$ cat src/rtl/wb_queue_pkg.sv
// Shared register-file widths, zero-register address and the writeback entry layout.
// No logic; constants and types only.
// Imported by the writeback queue and its forwarding matcher.
package wb_queue_pkg;

  localparam int REG_WIDTH      = 32;
  localparam int REG_ADDR_WIDTH = 5;

  localparam logic [REG_ADDR_WIDTH-1:0] ZERO_REG = '0;

  typedef struct packed {
    logic [REG_ADDR_WIDTH-1:0] addr;
    logic [REG_WIDTH-1:0]      data;
  } wb_entry_t;

endpackage

$ cat src/rtl/wb_fwd_match.sv
// Finds the youngest valid queued entry whose address matches a decode read address.
// Purely combinational, zero latency.
// No flow control; the zero register never matches.
module wb_fwd_match
  import wb_queue_pkg::*;
#(
  parameter int DEPTH = 4,
  parameter int PTR_W = 2
) (
  input  wb_entry_t                  entries [DEPTH],
  input  logic [DEPTH-1:0]           valid,
  input  logic [PTR_W-1:0]           tail,
  input  logic [REG_ADDR_WIDTH-1:0]  addr,
  output logic                       hit,
  output logic [REG_WIDTH-1:0]       data
);

  // Walk from the oldest possible slot (tail - DEPTH) toward the newest (tail - 1);
  // later matches overwrite earlier ones, so the youngest match wins.
  always_comb begin
    logic [PTR_W-1:0] idx;
    hit  = 1'b0;
    data = '0;
    idx  = '0;
    for (int k = DEPTH; k >= 1; k--) begin
      idx = tail - PTR_W'(k);
      if ((addr != ZERO_REG) && valid[idx] && (entries[idx].addr == addr)) begin
        hit  = 1'b1;
        data = entries[idx].data;
      end
    end
  end

endmodule

$ cat src/rtl/wb_queue.sv
// Circular writeback queue between mem stage and regfile, with youngest-entry forwarding.
// An entry enqueued at edge N drives the write port in cycle N+1 and commits at edge N+1.
// in_ready drops when full (registered count only); hold freezes draining, not filling.
module wb_queue
  import wb_queue_pkg::*;
#(
  parameter int DEPTH = 4,
  parameter int PTR_W = 2
) (
  input  logic                       clk,
  input  logic                       rst,
  input  logic                       in_valid,
  output logic                       in_ready,
  input  logic                       in_we,
  input  logic [REG_ADDR_WIDTH-1:0]  in_addr,
  input  logic [REG_WIDTH-1:0]       in_data,
  input  logic                       hold,
  output logic                       write_en,
  output logic [REG_ADDR_WIDTH-1:0]  write_addr,
  output logic [REG_WIDTH-1:0]       write_data,
  input  logic [REG_ADDR_WIDTH-1:0]  fwd1_addr,
  input  logic [REG_ADDR_WIDTH-1:0]  fwd2_addr,
  output logic                       fwd1_hit,
  output logic                       fwd2_hit,
  output logic [REG_WIDTH-1:0]       fwd1_data,
  output logic [REG_WIDTH-1:0]       fwd2_data,
  output logic [PTR_W:0]             count
);

  localparam logic [PTR_W:0] FULL = (PTR_W+1)'(DEPTH);

  wb_entry_t        entries [DEPTH];
  logic [PTR_W-1:0] head;
  logic [PTR_W-1:0] tail;
  logic [DEPTH-1:0] valid;
  logic             push;
  logic             pop;
  logic             not_empty;

  // Non-writing or zero-register offers are accepted but never stored.
  assign not_empty = (count != '0);
  assign in_ready  = (count < FULL);
  assign push      = in_valid && in_ready && in_we && (in_addr != ZERO_REG);
  assign pop       = not_empty && !hold;

  assign write_en   = pop;
  assign write_addr = not_empty ? entries[head].addr : '0;
  assign write_data = not_empty ? entries[head].data : '0;

  // Slot i is live when its distance from head is below the occupancy.
  always_comb begin
    logic [PTR_W-1:0] offset;
    valid  = '0;
    offset = '0;
    for (int i = 0; i < DEPTH; i++) begin
      offset   = PTR_W'(i) - head;
      valid[i] = ({1'b0, offset} < count);
    end
  end

  // Pointer and occupancy bookkeeping; reset empties the queue immediately.
  always_ff @(posedge clk or negedge rst) begin
    if (!rst) begin
      head  <= '0;
      tail  <= '0;
      count <= '0;
    end else begin
      if (push) tail <= tail + 1'b1;
      if (pop)  head <= head + 1'b1;
      count <= count + (PTR_W+1)'(push) - (PTR_W+1)'(pop);
    end
  end

  // Entry storage; validity comes from the pointers, so no reset is needed here.
  always_ff @(posedge clk) begin
    if (push) entries[tail] <= '{addr: in_addr, data: in_data};
  end

  wb_fwd_match #(.DEPTH(DEPTH), .PTR_W(PTR_W)) u_fwd1 (
    .entries (entries),
    .valid   (valid),
    .tail    (tail),
    .addr    (fwd1_addr),
    .hit     (fwd1_hit),
    .data    (fwd1_data)
  );

  wb_fwd_match #(.DEPTH(DEPTH), .PTR_W(PTR_W)) u_fwd2 (
    .entries (entries),
    .valid   (valid),
    .tail    (tail),
    .addr    (fwd2_addr),
    .hit     (fwd2_hit),
    .data    (fwd2_data)
  );

endmodule

$ cat config.mk
export PLATFORM = sky130hd
export DESIGN_NAME = wb_queue
export DESIGN_NICKNAME = d
export VERILOG_FILES = /design/src/rtl/wb_queue_pkg.sv /design/src/rtl/wb_fwd_match.sv /design/src/rtl/wb_queue.sv
export SDC_FILE = /design/constraint.sdc
export NUM_CORES = 1
export LEC_CHECK = 0
export ABC_AREA = 1
export BUFFER_PORTS_ARGS = -buffer_cell sky130_fd_sc_hd__buf_4
export CORE_ASPECT_RATIO = 1.75
export CORE_UTILIZATION = 25
export DETAILED_ROUTE_END_ITERATION = 8
export PLACE_DENSITY = 0.41
export RECOVER_POWER = 50
export SYNTH_ARGS = -nofsm -noshare
export SYNTH_HDL_FRONTEND = slang
export SYNTH_SLANG_ARGS = --single-unit
export TNS_END_PERCENT = 50
$ cat constraint.sdc
create_clock -name clk -period 8.6 [get_ports clk]
set_clock_uncertainty 0.2 [all_clocks]
set_input_delay 0.86 -clock clk [delete_from_list [all_inputs] [get_ports clk]]
set_output_delay 0.86 -clock clk [all_outputs]
set_load 0.03 [all_outputs]
Yosys cells after proc, flatten, opt, wreduce, memory -nomap -nowiden:

Cells that the tools add are included.
Widths: inputs -> output; s select.

* add/subtract/negate cells: 11
* $lt $le $gt $ge: 15
* equality and inequality tests: 8
* mux-type cells: 44
* bitwise gates (word level): 5
* reductions and logical operators: 26

Operator list (number)
* $mux 37: 11
* $bmux 37 s2: 5
* $mux 32: 9
* $bwmux 148: 1
* $demux 37 s2: 1
* $eq 5x5->1: 8
* $logic_and 1x1->1: 21
* $ge 3x3->1 const B: 5
* $not 2->3: 5
* $reduce_bool 5->1: 3
* $lt 2x3->1: 4
* $lt 2x3->1 const B: 4
* $mux 1: 12
* $bmux 1 s2: 4
* $mux 5: 1
* $add 2x1->2 const B: 2
* $sub 1x2->2 const A: 2
* $sub 2x2->2 const A: 2
* $sub 2x2->2 const B: 2
* $add 3x1->3: 1
* $lt 3x1->1 const B: 1
* $lt 3x3->1 const B: 1
* $reduce_bool 3->1: 1
* $sub 3x1->3: 1
* other kinds (2): 2

* bits in registers: 155
* input port bits: 52
* output and inout port bits: 108
* logic and storage cells: 120

Longest topological paths before layout:

Gate-level depths: netlist of run 1.

* depth after elaboration: 10
* gate-level depth with buffers: 21
* mapped depth without buffers: 18

Modules after synthesis:

From an unflattened synthesis of run 1, not the netlist that was laid out.

* cell total of the unflattened synthesis: 2655
* area total of the unflattened synthesis: 16707.3 um2

Modules (own cells, without submodules)
* wb_fwd_match: instances 2, cells each 1051, area an instance 5104.9 um2, seq. area each 0.0 um2
* wb_queue: instances 1, cells each 553, area an instance 6497.5 um2, seq. area each 4619.4 um2

Least setup slack after synthesis of run 1:

Ideal clock, no wire load.

* kind: reg-to-output
* from: reg tail[1]
* to: out fwd2_data[10]
* arrival time: 2.939 ns
* data required time: 7.540 ns
* setup slack: 4.601 ns
* stages on the path, launching flop included: 18
* path buffers: 5
* cell sequence: dfrtp_1 -> inv_2 -> buf_2 -> buf_4 -> clkbuf_1 -> ha_1 -> inv_2 -> buf_2 -> nand3_1 -> nand2_1 -> xor2_1 -> nand2_1 -> a21oi_1 -> nand2_1 -> inv_2 -> buf_2 -> nand2_1 -> nand2_1

* longest elaborated chain between the ends: 10
* elaborated cells on any way between the ends: 43
* those cells by class: add/sub (3); eq/ne (4); mux (24); bitwise (4); reduce/logical (8)

RTL lines
* start, declared: RTL line wb_queue.sv:34 `logic [PTR_W-1:0] tail;`
* start signal, assigned: RTL line wb_queue.sv:68 `if (push) tail <= tail + 1'b1;`
* $sub 2x2->2 or $not 2->3 (tied branches): RTL line wb_fwd_match.sv:26, wb_fwd_match.sv:27, wb_fwd_match.sv:29
* $not 2->3 (not written as such) or $bmux 37 s2 (tied branches): RTL line wb_fwd_match.sv:27, wb_fwd_match.sv:29
* $bmux 37 s2 or $mux 37 (tied branches): RTL line wb_fwd_match.sv:27, wb_fwd_match.sv:29
* $mux 37 (not written as such): RTL line wb_fwd_match.sv:27 `if ((addr != ZERO_REG) && valid[idx] && (entries[idx].addr == addr)) begin`
* $mux 37 (not written as such) or $eq 5x5->1 (tied branches): RTL line wb_fwd_match.sv:27
* $eq 5x5->1 or $logic_and 1x1->1 (tied branches): RTL line wb_fwd_match.sv:27
* $logic_and 1x1->1 or $mux 32 (tied branches): RTL line wb_fwd_match.sv:27
* $mux 32 (2 in series): RTL line wb_fwd_match.sv:27
* $mux 32 *: RTL line wb_fwd_match.sv:27
* end, declared: RTL line wb_queue.sv:26 `output logic [REG_WIDTH-1:0] fwd2_data,`

Every way passes the cells marked *; elsewhere a longest branch is shown, timed or not. The select of a mux whose other input is x is not followed.

Worst setup path in the final report of run 1:

* from: reg tail[1]
* to: out fwd2_data[21]

The elaborated chain is that of the path after synthesis.

==> key figures, run 1 <==
Place
  • Cells after DPL: 2787
  • Post-DP HPWL: 37100 um
  • # port buffers: 159
  • RD Place Congestion: 0.937

Synth
  • Async set-reset flop share out of synthesis: under 10%
  • Post-synth EDFFs: 148
  • Most used DFF post-synth: edfxtp_1
  • Syn. warnings: 0
  • Synth Net Count: 2125
  • Post-Syn Area: about 13000 um2
  • Synth Instances: between 2000 and 2500
  • Seq/Total Area, Yosys: 34.3%
  • Synth Area per Inst: 6.54 um2
  • Synth cell types: 34
  • Yosys reg bits: 155

Worst setup path
  • CP endpoint kind: output pin
  • Slowest-stage cell, CP: nand3_2
  • Crit path launch type: flip-flop
  • Crit path max fanout: 33
  • Worst EP arrival: 5.71 ns
  • Top cell by count, worst path: nand2_1
  • CP Class: reg2out
  • Worst-path cell chain: inv_4 -> ha_1 -> inv_4 -> nand3_1 -> nand2_1 -> nand2_1 -> nand2_1 -> nand2_1 -> nor2_4 -> nand3_2 -> nand2_1 -> nand2_1 -> nand2_1 -> nand2_1 -> nand2_1 -> buf_4
  • Largest stage delay, worst path: 1.12 ns
  • Req. time, crit path: 7.54 ns

CTS
  • Worst-Skew Late Latency: 0.46 ns
  • CTS tree: yes
  • CTS Sinks: 155
  • Total CTS buffers: 17
  • Postcts setup bufs: 0
  • CTS max path bufs: 2
  • Root Driver: clkbuf_16
  • Clk slew on worst S/H paths: 0.07 ns
  • Number of H-tree levels: 4

Floorplanning
  • Initial Util: about 25%
  • Die ar.: 54900 um2
  • Core Region: about 53000 um2
  • FP Rows: ~110
  • Chip Height: approximately 310 um
  • Die Wd: around 180 um
  • Ports: 160

Pwr
  • Psw: ~4.2 mW
  • Pint: 2.75 mW
  • P per Cell Area: about 450 nW/um2
  • Worst VDD drop: 0.263 mV
  • Overall power: 6.97 mW
  • LEAKAGE: 7.65 nW
  • Net Sw Frac: 60.5%
  • Clk pwr share: 11.4%
  • Sequential power share: between 10 and 15%
  • Combinational fraction of design power: 74.5%

GRT
  • Vias in the first global route: roughly 14000
  • First-pass GRT wire length: 87200 um
  • Initial antenna violation count: 0
  • GRT overflow: 0
  • Pin count of the biggest net entering global routing: 221
  • GRT Total Usage: 21.8%

Timing
  • RSZ-0062 raised after global routing: no
  • Final count of hold timing violations: 0
  • Fin. max-slew vios: 113
  • Actual slew at the worst max-slew pin: 2.24 ns
  • Slew margin rel.: -49.6%
  • Crit path time final: 6.77 ns
  • Fin crit share: between 70% and 80%
  • Final Setup Violations: 0
  • TNS Setup: 0 ns
  • Fmax: ~150 MHz

Cells and area
  • Fin nets: around 2200
  • Storage cell area: 4620 um2
  • Core Util, Final: 29.2%
  • Area grow syn2layout: 15.3%
  • Non-filler cells, final: 2820
  • Multi-input gate area in the final layout: roughly 7200 um2
  • Layout fillers: 5902
  • Share of cells above drive strength 1: 9.04%
  • # diodes: 0

Run status
  • Failing checks: max-capacitance violations, max-slew violations
  • Status: complete, but fails checks

Min path
  • Hold crit path type: reg2reg

Detailed routing
  • WL/cell: between 20 and 25 um
  • DR vias: about 14000
  • DR iter-0 viols: 953
  • Routed wire length: 58800 um
  • ANT nets after route: 0
  • Initial DRT Pass Iterations: 6
  • DR DRC count: 0
  • Via density: between 4 and 5

Job
  • Max Cap Violations: 6
[through the flow]
step                worst slack [ns]  area, um2  hold WS [ns]
finish                          1.83      15500         0.439
global route                    1.40      15500         0.457
CTS                             1.80      15700         0.367
detailed placement              2.29      15100         0.438
global placement                2.34      15100         0.429
floorplan                       4.60      13500         0.364
[flip-flops by register name, summed over array words and instances (netlist names)]
name / cells
tail: 2
head: 2
count: 3
entries: 148
[placed cells by master, fill, tap and decap left out, types with 2 or more instances in the layout]
master	n
o22ai_1	33
nor3_1	4
inv_6	2
clkinv_2	3
inv_2	5
a31oi_1	5
inv_4	2
edfxtp_1	148
clkbuf_16	17
buf_4	135
nand2_2	7
nor2_4	12
a221oi_1	32
nor3_4	2
inv_1	283
a22oi_1	6
bufinv_16	3
xor2_1	11
nand2_1	762
mux2i_1	62
o21ai_0	103
dfrtp_1	6
ha_1	10
a21oi_1	3
nand3_1	234
clkinv_1	3
nor2_1	49
nand4_1	35
o21ai_1	104
clkbuf_1	46
[Yosys cell counts, drive strengths merged (3+ instances only)]
master | n | area [um2]
mux2i | 62 | 621
nand4 | 35 | 219
xor2 | 11 | 96.3
clkbuf | 43 | 161
a31oi | 5 | 31.3
o22ai | 33 | 206
buf | 95 | 509
dfrtp | 7 | 175
inv | 290 | 1090
a22oi | 6 | 45.0
nor3 | 6 | 46.3
a21oi | 3 | 15.0
nand2 | 769 | 2890
nand3 | 235 | 1180
nor2 | 61 | 262
edfxtp | 148 | 4440
a221oi | 32 | 280
o21ai | 207 | 1040
ha | 10 | 125
[cells by family after synthesis]
kind of cell	count (synthesis)	synth area share, %
AO/OA/AOI/OAI	286	12.0
XOR/XNOR	12	0.780
adder cells (fa/ha/maj)	11	1.08
buffers and inverters	429	13.1
flip-flops	155	34.3
multiplexers	62	4.60
AND/OR/NAND/NOR	1107	34.2
[final timing paths]
path                                from             to  slack (ns)  cells past startpoint
worst min register to register  count[0]       count[0]        0.44                      1
max in group asynchronous            rst        tail[0]        7.20                      2
worst max-delay path             tail[1]  fwd2_data[21]        1.83                     16
worst min-delay path            count[0]       count[0]        0.44                      1
worst max register to register  count[2]       count[2]        2.74                      9
min in group asynchronous            rst        tail[0]        0.65                      2
[area by class of cell]
type | count | area share [%]
clock buffers | 20 | 2.81
clock inverters | 12 | 0.942
inverters | 291 | 7.06
multi-input cells | 1478 | 46.1
flip-flops and latches | 155 | 29.8
well taps | 684 | 5.51
repair buffers | 180 | 7.76
[power groups by stage]
stage                     registers (mW)  clock network, mW  logic, mW
final                              0.979              0.795       5.19
after detailed placement           0.996                  0       5.24
after CTS                          0.979              0.819       5.25
after floorplan                    0.968                  0       3.48
after global routing               0.989              0.836       5.70
after global placement             0.993                  0       5.23
[routing by layer]
layer / track usage, % / part of all wire, %
met1: 23.8 / 39
met4: 9.80 / 3.7
met3: 2.83 / 4.3
met2: 41.2 / 53
met5: 0 / 0
[worst max-delay path: cells and delay by family (launching register included)]
family                   cells  cell delay, ns
AND/OR/NAND/NOR             12            3.08
flip-flops                   1            0.76
buffers and inverters        3            0.79
adder cells (fa/ha/maj)      1            0.56
[timing repair]
item                       CTS  global route
hold endpoints to repair     7             0
hold buffers                 1             0
setup endpoints to repair    0             0
resized for setup            0             0
(Power assumes the default switching activity.)
==> run 2, diff against run 1 <==
--- a/config.mk
+++ b/config.mk
@@ -10,7 +10,7 @@
 export CORE_ASPECT_RATIO = 1.75
 export CORE_UTILIZATION = 25
 export DETAILED_ROUTE_END_ITERATION = 8
-export PLACE_DENSITY = 0.41
+export PLACE_DENSITY = 0.42
 export RECOVER_POWER = 50
 export SYNTH_ARGS = -nofsm -noshare
 export SYNTH_HDL_FRONTEND = slang
==> constraint.sdc (replaced) <==
create_clock -name clk -period 5.6 [get_ports clk]
set_clock_uncertainty 0.2 [all_clocks]
set_input_delay 0.56 -clock clk [delete_from_list [all_inputs] [get_ports clk]]
set_output_delay 0.56 -clock clk [all_outputs]
set_load 0.03 [all_outputs]
==> key figures, run 2 (synthesized netlist as in run 1, its figures left out) <==
Floorplanning
  • FP Rows: 112 (unchanged)
  • Chip Height: 309 um (unchanged)
  • Core Region: 53300 um2 (unchanged)
  • Ports: 160 (unchanged)
  • Die Wd: 178 um (unchanged)
  • Die ar.: 54900 um2 (unchanged)
  • Initial Util: 25.3% (unchanged)

Detailed routing
  • DR iter-0 viols: 1122 (+18%)
  • DR vias: 14100 (+0.30%)
  • WL/cell: 20.2 um (-2.9%)
  • DR DRC count: 0 (unchanged)
  • Initial DRT Pass Iterations: 5 (-1)
  • Via density: 4.98 (about the same)
  • Routed wire length: 57300 um (-2.6%)
  • ANT nets after route: 0 (unchanged)

CTS
  • Postcts setup bufs: 0 (unchanged)
  • Total CTS buffers: 17 (unchanged)
  • CTS tree: yes
  • Clk slew on worst S/H paths: 0.07 ns (about the same)
  • Root Driver: clkbuf_16
  • CTS max path bufs: 2 (unchanged)
  • Number of H-tree levels: 4 (unchanged)
  • Worst-Skew Late Latency: 0.46 ns (about the same)
  • CTS Sinks: 155 (unchanged)

Worst setup path
  • Crit path max fanout: 33 (unchanged)
  • Largest stage delay, worst path: 0.84 ns (-0.28 ns)
  • Slowest-stage cell, CP: nor2_4
  • CP Class: reg2out
  • Top cell by count, worst path: nand2_1
  • Req. time, crit path: 4.84 ns (-2.70 ns)
  • Worst EP arrival: 4.40 ns (-1.31 ns)
  • CP endpoint kind: output pin
  • Worst-path cell chain: nand2_1 -> nand2_1 -> inv_1 -> ha_1 -> inv_1 -> nor2_1 -> nand2_1 -> nand3_1 -> nand3_1 -> nand2_1 -> nor2_4 -> nand2_4 -> nand2_1 -> inv_1 -> nand2_1 -> nand2_1 -> nand2_1 -> buf_4
  • CP delay by family, top: simple AND/OR/NAND/NOR gates
  • Crit path buf inv count: 4 (+1)
  • R2R Setup Slk: 0.53 ns (-2.21 ns)
  • Crit path launch type: flip-flop

Place
  • DP Worst Slack: 0.688 ns (-1.61 ns)
  • RD Place Congestion: 0.883 (-5.7%)
  • # port buffers: 159 (unchanged)
  • Post-DP HPWL: 38800 um (+4.4%)

Cells and area
  • Biggest register: entries
  • Share of cells above drive strength 1: 9.51% (+0.47 points)
  • Largest registers: entries (148), count (3)
  • Most common cell after layout, fill and taps aside: nand2_1
  • Fin nets: 2195 (+0.41%)
  • Area grow syn2layout: 15.7%
  • Number of flip-flops in the largest register: 148 (unchanged)
  • Most frequent cells in the layout: nand2_1, inv_1, nand3_1, edfxtp_1, buf_4

Timing
  • Final count of hold timing violations: 0 (unchanged)
  • RSZ-0062 raised after global routing: no
  • Setup WS post-layout: 0.438 ns (-1.39 ns)
  • Fin. max-slew vios: 129 (+14%)
  • Crit path time final: about 5.2 ns
  • Slew margin rel.: -61.1% (-11 points)
  • Final Setup Violations: 0 (unchanged)
  • TNS Setup: 0 ns (unchanged)
  • Fmax: 194 MHz
  • Fin crit share: 92.2%
  • Actual slew at the worst max-slew pin: 2.41 ns (+0.163 ns)

Pwr
  • Net Sw Frac: 60.6% (about the same)
  • Worst VDD drop: 0.359 mV (+37%)
  • Clk pwr share: 11.1% (-0.3 points)
  • Pint: 4.21 mW (+53%)
  • Psw: 6.47 mW (+53%)
  • P per Cell Area: 685 nW/um2 (+53%)
  • Combinational fraction of design power: 74.7% (+0.2 points)
  • LEAKAGE: 7.68 nW (+0.42%)
  • Sequential power share: 14.2% (about the same)

GRT
  • GRT Total Usage: 21.1% (-0.71 points)
  • First-pass GRT wire length: 85000 um (-2.6%)
  • GRT overflow: 0 (unchanged)
  • Pin count of the biggest net entering global routing: 111 (-50%)
  • Initial antenna violation count: 1 (+1)
  • Vias in the first global route: 13800 (-2.1%)

Run status
  • Status: complete, but fails checks
  • Failing checks: max-capacitance violations, max-slew violations

Min path
  • Hold crit path type: in2reg

Job
  • Max Cap Violations: 4 (-2)
[run 2: power groups by stage]
stage | registers [mW] | logic, mW | clock network, mW
after floorplan | 1.49 | 5.34 | 0
after global placement | 1.54 | 8.00 | 0
after detailed placement | 1.54 | 8.02 | 0
after CTS | 1.52 | 8.03 | 1.22
after global routing | 1.53 | 8.71 | 1.25
final | 1.51 | 7.98 | 1.19
[run 2: path summary, 6_finish.rpt]
path / cells after the start / start / endpoint
max: 18 / head[1] / fwd1_data[3]
min: 1 / in_data[25] / entries[99]
max reg2reg: 5 / tail[0] / entries[7]
min reg2reg: 1 / count[0] / count[0]
max in group asynchronous: 2 / rst / tail[0]
min in group asynchronous: 2 / rst / tail[0]
[run 2: what timing repair did]
item | in CTS | in global routing
endpoints found under the setup margin | 0 | 51
endpoints found under the hold margin | 7 | 0
gates resized for setup | 0 | 2
hold buffers | 1 | 0
[run 2: per-stage QoR]
stage	area (um2)	cells	hold slack [ns]	util, %	total power [mW]
2_1_floorplan	13500	2062	0.0644	-	6.83
3_3_place_gp	15200	2796	0.181	28.5	9.54
3_5_place_dp	15200	2796	0.186	28.5	9.56
4_1_cts	15800	2829	0.0705	29.6	10.8
5_1_grt	15600	2830	0.162	29.3	11.5
6_report	15600	2830	0.161	29.3	10.7
[run 2: metal layers]
metal	vias to the layer above	routed length [um]	global-route usage (%)
met1	6686	21200	22.5
met2	442	31500	40.9
met3	104	2490	2.13
met5	-	0	0
li1	6866	-	-
met4	0	2020	9.64
[run 2: cell type report]
cell class | instances | area (um2)
clock inverters | 15 | 149
inverters | 291 | 1100
flip-flops and latches | 155 | 4620
clock buffers | 17 | 425
fillers | 5987 | 37700
repair buffers | 189 | 1270
diodes | 1 | 2.50
well taps | 684 | 856
multi-input cells | 1478 | 7170
